--- src/rtl/euler_pkg.sv ---
// -----------------------------------------------------------------------------
// euler_pkg -- shared definitions for the triangle-number search block.
//   W_DEFAULT : default datapath width of triangle_search
//   state_t   : FSM state register type
//   S_*       : FSM state encodings (fixed values, kept stable for existing
//               waveform viewers and debug scripts)
// -----------------------------------------------------------------------------
package euler_pkg;

  localparam int unsigned W_DEFAULT = 32;

  typedef logic [2:0] state_t;

  localparam state_t S_IDLE   = 3'd0;
  localparam state_t S_LAUNCH = 3'd1;
  localparam state_t S_SETTLE = 3'd2;
  localparam state_t S_WAIT   = 3'd3;
  localparam state_t S_DONE   = 3'd4;

endpackage

--- src/rtl/triangle_search.sv ---
// -----------------------------------------------------------------------------
// triangle_search -- walks the triangle numbers T(n) = n(n+1)/2 and stops at
// the first one whose divisor count (from an external engine) is strictly
// greater than a threshold.
//
// Ports:
//   clk        sole clock, rising edge
//   rst        synchronous active-high reset
//   go         rising edge launches a search (ignored while one is running)
//   threshold  divisor-count threshold, sampled on the accepted go edge
//   fc_start   one-cycle launch pulse to the divisor-count engine
//   fc_value   candidate presented to the engine, stable LAUNCH..WAIT
//   fc_result  divisor count returned by the engine
//   fc_done    engine-complete level (stale-high until the engine restarts)
//   busy       search in progress
//   done       search ended; held until next accepted go or rst
//   answer     triangle number found (valid when done=1, overflow=0)
//   index      n such that answer = n(n+1)/2
//   overflow   next triangle number would not fit in W bits
//
// Build option:
//   TRIANGLE_SEARCH_BEST_EN  adds best_count / best_value outputs tracking the
//                            largest divisor count seen in the current search.
// -----------------------------------------------------------------------------
module triangle_search
  import euler_pkg::*;
#(
  parameter int unsigned W = W_DEFAULT
) (
  input  logic         clk,
  input  logic         rst,
  input  logic         go,
  input  logic [W-1:0] threshold,
  output logic         fc_start,
  output logic [W-1:0] fc_value,
  input  logic [W-1:0] fc_result,
  input  logic         fc_done,
  output logic         busy,
  output logic         done,
  output logic [W-1:0] answer,
  output logic [W-1:0] index,
  output logic         overflow
`ifdef TRIANGLE_SEARCH_BEST_EN
  ,
  output logic [W-1:0] best_count,
  output logic [W-1:0] best_value
`endif
);

  localparam logic [W-1:0] ONE = {{(W-1){1'b0}}, 1'b1};

  state_t       state;
  logic         go_q;
  logic         go_edge;
  logic [W-1:0] thr_q;
  logic [W-1:0] tri_q;
  logic [W-1:0] n_q;
  logic [W:0]   tri_next;
  logic         hit;

  always_comb begin
    go_edge  = go & ~go_q;
    // One extra bit so the carry out flags that T(n+1) does not fit.
    tri_next = {1'b0, tri_q} + {1'b0, n_q} + {{W{1'b0}}, 1'b1};
    hit      = fc_result > thr_q;
  end

  always_ff @(posedge clk) begin
    if (rst) begin
      state    <= S_IDLE;
      go_q     <= 1'b0;
      thr_q    <= '0;
      tri_q    <= '0;
      n_q      <= '0;
      fc_start <= 1'b0;
      fc_value <= '0;
      busy     <= 1'b0;
      done     <= 1'b0;
      answer   <= '0;
      index    <= '0;
      overflow <= 1'b0;
    end else begin
      go_q <= go;
      case (state)
        S_IDLE, S_DONE: begin
          if (go_edge) begin
            thr_q    <= threshold;
            tri_q    <= ONE;
            n_q      <= ONE;
            done     <= 1'b0;
            answer   <= '0;
            index    <= '0;
            overflow <= 1'b0;
            busy     <= 1'b1;
            // fc_start/fc_value are registered, so they are set up on entry
            // to LAUNCH rather than inside it.
            fc_start <= 1'b1;
            fc_value <= ONE;
            state    <= S_LAUNCH;
          end
        end

        S_LAUNCH: begin
          fc_start <= 1'b0;
          state    <= S_SETTLE;
        end

        // The engine's done level still reflects the previous candidate here.
        S_SETTLE: begin
          state <= S_WAIT;
        end

        S_WAIT: begin
          if (fc_done) begin
            if (hit) begin
              answer <= tri_q;
              index  <= n_q;
              done   <= 1'b1;
              busy   <= 1'b0;
              state  <= S_DONE;
            end else if (tri_next[W]) begin
              overflow <= 1'b1;
              done     <= 1'b1;
              busy     <= 1'b0;
              state    <= S_DONE;
            end else begin
              tri_q    <= tri_next[W-1:0];
              n_q      <= n_q + ONE;
              fc_start <= 1'b1;
              fc_value <= tri_next[W-1:0];
              state    <= S_LAUNCH;
            end
          end
        end

        default: begin
          state <= S_IDLE;
        end
      endcase
    end
  end

`ifdef TRIANGLE_SEARCH_BEST_EN
  always_ff @(posedge clk) begin
    if (rst) begin
      best_count <= '0;
      best_value <= '0;
    end else if ((state == S_IDLE || state == S_DONE) && go_edge) begin
      best_count <= '0;
      best_value <= '0;
    end else if (state == S_WAIT && fc_done && fc_result > best_count) begin
      best_count <= fc_result;
      best_value <= tri_q;
    end
  end
`else
  // No best-candidate tracking in this build.
`endif

endmodule

--- config.mk ---
export PLATFORM = sky130hd
export DESIGN_NAME = triangle_search
export DESIGN_NICKNAME = d
export VERILOG_FILES = /design/src/rtl/euler_pkg.sv /design/src/rtl/triangle_search.sv
export SDC_FILE = /design/constraint.sdc
export NUM_CORES = 1
export LEC_CHECK = 0
export ABC_CLOCK_PERIOD_IN_PS = 3000
export BUFFER_PORTS_ARGS = -buffer_cell sky130_fd_sc_hd__buf_2
export CAP_MARGIN = 0
export CORE_ASPECT_RATIO = 1.25
export CORE_MARGIN = 2
export CORE_UTILIZATION = 51
export DETAILED_ROUTE_END_ITERATION = 10
export GPL_TIMING_DRIVEN = 0
export PLACE_DENSITY = 0.77
export SYNTH_ARGS = -nofsm -noshare
export SYNTH_HDL_FRONTEND = slang
export SYNTH_SLANG_ARGS = --single-unit
export TNS_END_PERCENT = 5
--- constraint.sdc ---
create_clock -name clk -period 3 [get_ports clk]
set_input_delay 0.3 -clock clk [delete_from_list [all_inputs] [get_ports clk]]
set_output_delay 0.3 -clock clk [all_outputs]
set_load 0.1 [all_outputs]
# Word level (Yosys, flattened, before mapping)
# Index checks and enable logic that the tools add are counted.
[word_totals] out_inout_bits=100 register_bits=168 wordCells=77
[op_classes] reduce_logical=11 mux=38 n_eq_ne=11 addsub=3 order_cmp=1 n_bitwise=2
[op_table] operator="32-bit 2-to-1 mux" n=12
[op_table] operator="32-bit case mux with 2 select lines" n=4
[op_table] operator="32-bit by 32-bit adder with 33-bit output" n=1
[op_table] operator="33-bit by 1-bit adder with 33-bit output (second input constant)" n=1
[op_table] operator="32-bit by 1-bit adder with 32-bit output (second input constant)" n=1
[op_table] operator="32-bit > comparator" n=1
[op_table] operator="5-bit AND reduction" n=3
[op_table] operator="1-bit 2-to-1 mux" n=13
[op_table] operator="3-bit 2-to-1 mux" n=4
[op_table] operator="2-bit inequality test (second input constant)" n=6
[op_table] operator="3-bit case mux with 4 select lines" n=1
[op_table] operator="4-bit AND reduction" n=2
[op_table] operator="3-bit by 2-bit equality test with 1-bit output (second input constant)" n=2
[op_table] operator="1-bit case mux with 2 select lines" n=3
[op_table] operator="2-bit AND reduction" n=2
[op_table] operator="3-bit by 1-bit equality test with 1-bit output (second input constant)" n=1
[op_table] operator="3-bit equality test (second input constant)" n=1
[op_table] operator="3-bit logical NOT" n=1
[op_table] operator="3-bit inequality test (second input constant)" n=1
[op_table] operator="1-bit case mux with 3 select lines" n=1
[op_table] operator="3-bit nonzero test" n=1
[op_table] operator="2-bit nonzero test" n=1
[op_table] operator="2-bit OR reduction" n=1
[op_table] operator="1-bit AND" n=1
[op_table] operator="1-bit inverter" n=1

# Logic depth before layout (Yosys ltp)
# Gate-level depths: netlist of the first run.
[logic_depth] ltp_word=6 ltp_mapped=14 ltp_nobuf=12

# Worst setup path before layout of the first run
# No wires, ideal clock.
[synth_timing] path_kind="register to register" from="register tri_q[0]" to="register tri_q[28]" period_less_slack_ns=3.632 arrival_time_ns=3.562 setup_slack_ns=-0.632 setup_ns=0.070 stages_incl_launch_ff=13 path_cell_list="dfxtp_1 > inv_1 > ha_1 > fa_1 > nand2b_1 > a21oi_1 > o21a_1 > a21boi_0 > o41ai_1 > a211oi_1 > xnor2_1 > nand3_1 > a21oi_1"
[synth_via] elab_chain_cells=6
[synth_lines] element="from (decl)" line="triangle_search.sv:56" source="logic [W-1:0] tri_q;"
[synth_lines] element="from (signal assigned)" line="triangle_search.sv:127" source="tri_q <= tri_next[W-1:0];"
[synth_lines] element="32-bit by 32-bit adder with 33-bit output *" line="triangle_search.sv:64" source="tri_next = {1'b0, tri_q} + {1'b0, n_q} + {{W{1'b0}}, 1'b1};"
[synth_lines] element="33-bit by 1-bit adder with 33-bit output *" line="triangle_search.sv:64"
[synth_lines] element="32-bit 2-to-1 mux" line="triangle_search.sv:121" source="end else if (tri_next[W]) begin"
[synth_lines] element="32-bit 2-to-1 mux" line="triangle_search.sv:115" source="if (hit) begin"
[synth_lines] element="32-bit 2-to-1 mux" line="triangle_search.sv:114" source="if (fc_done) begin"
[synth_lines] element="32-bit case mux with 2 select lines" line="triangle_search.sv:84" source="case (state)"
# Every way passes the cells marked *; elsewhere a longest branch is shown, timed or not. The select of a mux whose other input is x is not followed.
# A chain may end at the register's enable or synchronous reset.

# Worst setup path in the final report of the first run
[layout_timing] from="register n_q[23]" to="register n_q[22]"
[layout_via] elab_chain_cells=4
[layout_lines] element="from (decl)" line="triangle_search.sv:57" source="logic [W-1:0] n_q;"
[layout_lines] element="from (signal assigned)" line="triangle_search.sv:128" source="n_q <= n_q + ONE;"
[layout_lines] element="32-bit by 32-bit adder with 33-bit output" line="triangle_search.sv:64"
[layout_lines] element="33-bit by 1-bit adder with 33-bit output" line="triangle_search.sv:64"
[layout_lines] element="2-bit inequality test (no line)"
[layout_lines] element="5-bit AND reduction (no line)"
# No other way between the ends.

==> results.py, run 1 <==
metrics = {
    "yosys": {
        "synth_common_cells": "nand2_1 (195), a21oi_1 (176), dfxtp_1 (168)",
        "async_reset_ff_frac": 0,
        "yosysUniqueCellTypes": 59,
        "ys_top_cells_by_area": "dfxtp_1 (37%), a21oi_1 (9.7%), ha_1 (9.0%)",
        "yosysWarningCount": 0,
        "syn-instance-count": 1187,
        "synth_flop_cell": "dfxtp_1",
        "synth_area_um2": 9050,
        "yosysTopAreaCellShare": 0.372,
        "synth_edf_count": 0,
        "synth_most_common_cell": "nand2_1",
        "ys_ff_latch": 168,
        "synth_largest_area_cell": "dfxtp_1",
        "synth_fp_nets": 1321,
        "ys_seq_area_frac": 0.372,
        "syn_area_per_cell_um2": 7.62,
    },
    "place": {
        "portBuffers": 166,
        "gp_congestion": 0.958,
        "dpl.cell_count": 1577,
        "hpwlAfterDp_um": 20600,
        "placed_area_um2": 10200,
    },
    "clock_tree": {
        "cts_root_buffer": "clkbuf_16",
        "cts_buffers": 17,
        "path_clk_slew_ns": 0.07,
        "clockBufferDepth": 2,
        "cts_tree": "yes",
        "worst_skew_pair.late_latency_ns": 0.44,
        "cts.sinks": 168,
        "h-tree-depth": 4,
    },
    "status": {
        "outcome": "finished with violations",
        "violations": "negative setup slack",
    },
    "sta": {
        "timing.fmax_ghz": 0.331,
        "min_period_over_period": 1.01,
        "fin_worst_skew_ns": 0.0106,
        "tightest_slew_ns": 1.02,
        "setup_ws_ns": -0.0197,
        "maxSlewViolCount": 0,
        "slew_headroom": 0.315,
        "rsz0062_at_grt": "true",
        "setup-tns-final_ns": -0.0197,
        "setup_viol": 1,
        "period_minus_slack_ns": 3.02,
        "finalHoldViolCount": 0,
    },
    "routing": {
        "via_per_inst": 5.84,
        "vias": 9453,
        "totalWireLength_um": 28700,
        "drt_iter0_markers": 730,
        "drt-pass1-iter-count": 8,
        "routedWlPerCell_um": 17.7,
        "drc_errors": 0,
        "ant_nets": 0,
    },
    "grt": {
        "grt.overflow.total": 0,
        "grt_max_degree": 17,
        "antenna_found_initial": 0,
        "grt_pass1_vias": 8679,
        "track_usage": 0.291,
        "grt_pass1_wl_um": 43400,
    },
    "setup_path": {
        "critical_path_arrival_ns": 3.37,
        "path_cells": "ha_1 -> nand3_2 -> nor2_2 -> a221oi_2 -> o211a_1 -> o21a_4 -> a21oi_4 -> or2_4 -> buf_8 -> or3_4 -> a221oi_2",
        "crit_path_max_incr_delay_ns": 0.50,
        "crit_fanout": 7,
        "crit_slowest_cell": "dfxtp_1",
        "worst_path_most_repeated_cell": "a221oi_2",
        "path_class": "flop to flop",
        "startpoint_type": "flop",
        "crit_path_end_kind": "flop",
        "crit_required_ns": 3.35,
    },
    "finish": {
        "n_fill_cell": 1537,
        "multi_input_area_um2": 5540,
        "instances_no_fill": 1619,
        "nNetsFinal": 1515,
        "drive_above_1_share": 0.250,
        "register_area_um2": 3470,
        "stdcell_area_um2": 11400,
        "syn2layout_area_growth_pct": 26.4,
    },
    "floorplanning": {
        "row_count": 54,
        "start_util": 0.519,
        "die_w_um": 123,
        "die_area_um2": 18800,
        "core_um2": 17400,
        "ios": 168,
        "die_h_um": 153,
    },
    "pwr": {
        "leakage_nw": 4.71,
        "powerDensity_nw_per_um2": 469,
        "power.total_w": 0.00536,
        "ir_worst_vdd_mv": 0.339,
    },
    "worst_hold_path": {
        "hp-class": "primary input to flop",
    },
    "flow_run": {
        "maxCapViolCount": 0,
    },
}
layout by cell type (no fill, tap or decap), types with 5 or more instances in the layout:
master,n
nand2_1,195
buf_2,170
a21oi_1,166
dfxtp_1,119
nand3_1,100
nor2_1,76
inv_1,54
ha_1,49
clkbuf_1,38
o21ai_0,31
dfxtp_2,31
clkbuf_16,20
buf_4,19
dfxtp_4,18
nor3_1,16
a22oi_1,16
xnor2_1,15
a21o_1,14
nand4_1,14
nor2b_1,12
o21a_1,11
and3_1,11
ha_4,11
a311oi_1,10
a21oi_2,9
xor2_1,8
nand2b_1,7
and2_1,7
o211ai_1,7
a211oi_1,7
buf_1,7
o211a_1,6
clkbuf_4,5
a41oi_1,5
clkbuf_2,5
ha_2,5
repair_timing:
| item | CTS | global route |
|---|---|---|
| gates cloned | 0 | 2 |
| hold buffers | 0 | 0 |
| pin swaps | 10 | 23 |
| setup buffers | 6 | 10 |
| resized for setup | 67 | 81 |
| setup endpoints to repair | 131 | 124 |
cell type report:
class	instances	share of cell area
Clock buffer	20	0.0409
Inverter	55	0.0180
Multi-Input combinational cell	887	0.484
Antenna cell	1	0.000219
Tap cell	224	0.0245
Sequential cell	168	0.303
Buffer	68	0.0327
Clock inverter	12	0.00995
Timing Repair Buffer	184	0.0863
registers in the layout, summed over array words and instances, names as in the netlist:
name / flops
done: 1
state: 3
answer: 32
index: 32
go_q: 1
busy: 1
fc_start: 1
overflow: 1
thr_q: 32
tri_q: 32
n_q: 32
routing by layer:
metal	up-vias	global-route usage	routed length [um]
li1	4578	-	-
met1	4394	0.332	10900
met2	378	0.506	14200
met3	103	0.0515	2100
met4	0	0.160	1530
met5	-	0	0
power breakdown:
part	internal [W]	leakage (nW)	switching, W
sequential	0.00226	1.39	0.0000292
clock	0.00122	0.287	0.000953
combinational	0.000302	3.03	0.000589
total	0.00379	4.71	0.00157
metrics by stage:
step	utilization	setup slack, ns	hold slack [ns]
floorplan	-	-0.0887	0.428
global placement	0.587	-0.700	0.436
detailed placement	0.587	-0.747	0.441
CTS	0.635	-0.0324	0.0930
global route	0.656	-0.104	0.0958
finish	0.656	-0.0197	0.0950
worst paths after layout:
kind                            depth (start not counted)    endpoint           from  slack [ns]
worst max register to register                         11     n_q[22]        n_q[23]       -0.02
worst min register to register                          2  answer[10]     answer[10]        0.45
worst max-delay path                                   11     n_q[22]        n_q[23]       -0.02
worst min-delay path                                    3   thr_q[17]  threshold[17]        0.09
critical path: cells and delay by family (launching register included):
kind	cells	cell delay [ns]
fa+ha+maj	1	0.38
compound gates	5	1.05
flops	1	0.50
buf+inv	1	0.15
simple gates	4	0.86
cells by family (layout without fill, tap and decap cells):
family / Yosys count / after routing / synth area share
and+or+nand+nor: 468 / 468 / 0.233
xor gates and xnor gates: 23 / 23 / 0.0223
adders and majority gates: 66 / 66 / 0.0921
other: 0 / 1 / 0
buffers and inverters: 132 / 339 / 0.0559
DFF: 168 / 168 / 0.372
muxes: 2 / 2 / 0.00221
AOI/OAI and AO/OA: 328 / 328 / 0.223
No activity file was read; power rests on OpenSTA's default activity.
==> run 2: changes to the inputs <==
--- a/config.mk
+++ b/config.mk
@@ -5,12 +5,13 @@
 export SDC_FILE = /design/constraint.sdc
 export NUM_CORES = 1
 export LEC_CHECK = 0
+export ABC_AREA = 1
 export ABC_CLOCK_PERIOD_IN_PS = 3000
 export BUFFER_PORTS_ARGS = -buffer_cell sky130_fd_sc_hd__buf_2
 export CAP_MARGIN = 0
 export CORE_ASPECT_RATIO = 1.25
 export CORE_MARGIN = 2
-export CORE_UTILIZATION = 51
+export CORE_UTILIZATION = 52
 export DETAILED_ROUTE_END_ITERATION = 10
 export GPL_TIMING_DRIVEN = 0
 export PLACE_DENSITY = 0.77
==> run 2 against run 1 <==
The flow now finishes without violations. Largest cell class unchanged. Hold slack worse by 0.0059 ns. Total power grew to 2.9 times the previous value. Critical path depth is 5 higher. Global-route usage is 3.3 points higher. Setup slack better by 0.13 ns. First-iteration DRC count is 4.2% lower. Largest power group is now combinational logic. Final area is 8.3% higher. Flip-flop and latch count stayed put.
==> results.py, run 2 <==
metrics = {
    "worst_hold_path": {
        "hp-class": "primary input to flop",
    },
    "yosys": {
        "ys_ff_latch": 168,
        "synth_most_common_cell": "nand2_1",
        "synth_edf_count": 0,
        "ys_top_cells_by_area": "dfxtp_1 (32%), nand2_1 (16%), nor2_1 (10%)",
        "yosysTopAreaCellShare": 0.316,
        "async_reset_ff_frac": 0,
        "yosysUniqueCellTypes": 40,
        "syn-instance-count": 1703,
        "synth_area_um2": 10600,
        "syn_area_per_cell_um2": 6.25,
        "yosysWarningCount": 0,
        "synth_fp_nets": 1837,
        "synth_common_cells": "nand2_1 (464), nor2_1 (294), a21oi_1 (180)",
        "synth_largest_area_cell": "dfxtp_1",
        "ys_seq_area_frac": 0.316,
        "synth_flop_cell": "dfxtp_1",
    },
    "routing": {
        "totalWireLength_um": 35400,
        "routedWlPerCell_um": 16.3,
        "drt_iter0_markers": 699,
        "via_per_inst": 5.33,
        "ant_nets": 0,
        "wl_met2_um": 16900,
        "met3_length_um": 2560,
        "drc_errors": 0,
        "drt-pass1-iter-count": 6,
        "vias": 11566,
        "met1Wirelength_um": 14000,
        "topRoutingLayerUsed": "met4",
    },
    "floorplanning": {
        "core_um2": 20100,
        "start_util": 0.530,
        "die_h_um": 164,
        "ios": 168,
        "row_count": 58,
        "die_w_um": 132,
        "die_area_um2": 21600,
    },
    "finish": {
        "drive_above_1_share": 0.129,
        "syn2layout_area_growth_pct": 16.4,
        "layout_common_cells": "nand2_1 (464), nor2_1 (294), buf_2 (188)",
        "utilization": 0.616,
        "n_fill_cell": 2001,
        "layout.cells.most_common": "nand2_1",
        "nNetsFinal": 2023,
        "antenna_cells": 0,
        "stdcell_area_um2": 12400,
    },
    "place": {
        "gp_congestion": 0.999,
        "pre_cts_ws_ns": 0.0791,
        "portBuffers": 167,
        "hpwlAfterDp_um": 28000,
        "placed_area_um2": 11800,
    },
    "setup_path": {
        "startpoint_type": "flop",
        "crit_slowest_cell": "dfxtp_1",
        "crit_required_ns": 3.32,
        "path_cells": "inv_1 -> ha_1 -> nand4_1 -> nor2_1 -> nand2_1 -> nand2_1 -> nand2_1 -> nand2_1 -> nand3_2 -> buf_4 -> nand2_1 -> buf_2 -> clkbuf_4 -> nand3_1 -> nand2_1 -> nor2_1",
        "worst_path_most_repeated_cell": "nand2_1",
        "critical_path_arrival_ns": 3.22,
        "path_class": "flop to flop",
        "crit_path_end_kind": "flop",
        "crit_fanout": 10,
        "crit_path_max_incr_delay_ns": 0.32,
    },
    "sta": {
        "rsz0062_at_grt": "true",
        "min_period_over_period": 0.965,
        "finalHoldViolCount": 0,
        "timing.fmax_ghz": 0.346,
        "tightest_slew_ns": 0.858,
        "period_minus_slack_ns": 2.89,
        "setup_ws_ns": 0.106,
        "setup_viol": 0,
        "fin_worst_skew_ns": 0.0176,
        "maxSlewViolCount": 0,
        "slew_headroom": 0.426,
    },
    "grt": {
        "grt_pass1_vias": 11023,
        "grt_pass1_wl_um": 55400,
        "grt_max_degree": 17,
        "track_usage": 0.324,
        "antenna_found_initial": 0,
        "grt.overflow.total": 0,
    },
    "clock_tree": {
        "cts_buffers": 17,
        "h-tree-depth": 4,
        "cts_tree": "yes",
        "path_clk_slew_ns": 0.07,
        "cts_hold_buffers": 0,
        "cts_root_buffer": "clkbuf_16",
        "cts.sinks": 168,
        "worst_skew_pair.late_latency_ns": 0.44,
        "clockBufferDepth": 2,
    },
    "pwr": {
        "powerDensity_nw_per_um2": 1270,
        "ir_worst_vdd_mv": 1.16,
        "leakage_nw": 5.86,
    },
    "flow_run": {
        "maxCapViolCount": 0,
    },
    "status": {
        "outcome": "complete, no violations",
    },
}
[run 2: changes by cell type in the layout (fill, tap and decap cells not counted), sizes merged, moves of 10 or more]
cell / previous run / this run
a22oi: 17 / 0
a311oi: 11 / 0
and3: 11 / 1
inv: 58 / 165
nand2: 195 / 467
nand4: 14 / 28
nor2: 80 / 296
nor2b: 12 / 0
nor3: 18 / 30
o21ai: 36 / 54
[run 2: repair_timing]
item	in CTS	in global routing
buffers inserted	0	0
gates resized for setup	0	2
setup endpoints to repair	0	3
[run 2: worst max-delay path: cells and delay by family, from the launching register on]
kind / cells / cell delay [ns]
simple gates: 11 / 1.29
buf+inv: 4 / 0.87
flops: 1 / 0.32
fa+ha+maj: 1 / 0.30
[run 2: path summary, 6_finish.rpt]
path / start / endpoint / slack, ns / depth (start not counted)
setup / recovery: thr_q[15] / answer[28] / 0.11 / 16
hold / removal: go / go_q / 0.09 / 3
setup reg to reg: thr_q[15] / answer[28] / 0.11 / 16
hold reg to reg: thr_q[26] / thr_q[26] / 0.46 / 2
[run 2: power breakdown]
group / switching (W) / internal (W) / total [W]
combinational: 0.00751 / 0.00219 / 0.00970
clock: 0.00104 / 0.00117 / 0.00221
sequential: 0.000824 / 0.00302 / 0.00384
[run 2: kinds of logic (layout without fill, tap and decap cells)]
family,after synthesis,after routing,synth area share
simple gates,942,942,0.362
compound gates,257,257,0.127
xor+xnor,30,30,0.0247
flops,168,168,0.316
fa+ha+maj,66,66,0.0783
buf+inv,240,438,0.0915
[run 2: area by class of cell]
class,count,area [um^2],share of cell area
plain buffers,83,387,0.0312
inverters,157,589,0.0476
well taps,270,338,0.0273
repair buffers,167,836,0.0675
multi-input cells,1295,6310,0.509
flip-flops and latches,168,3360,0.272
clock inverters,12,133,0.0107
clock buffers,19,433,0.0349
[run 2: stage by stage]
stage	hold WS (ns)	power, W	setup TNS (ns)	std cells
2_1_floorplan	0.425	0.0114	0	1703
3_5_place_dp	0.451	0.0135	0	2140
6_report	0.0890	0.0157	0	2171
3_3_place_gp	0.445	0.0134	0	2140
5_1_grt	0.101	0.0167	-0.00884	2171
4_1_cts	0.0877	0.0157	0	2171
[run 2: per-layer routing]
layer / global-route usage / vias up
met3: 0.0574 / 123
met5: 0 / -
met1: 0.363 / 5126
met2: 0.582 / 462
li1: - / 5855
met4: 0.181 / 0
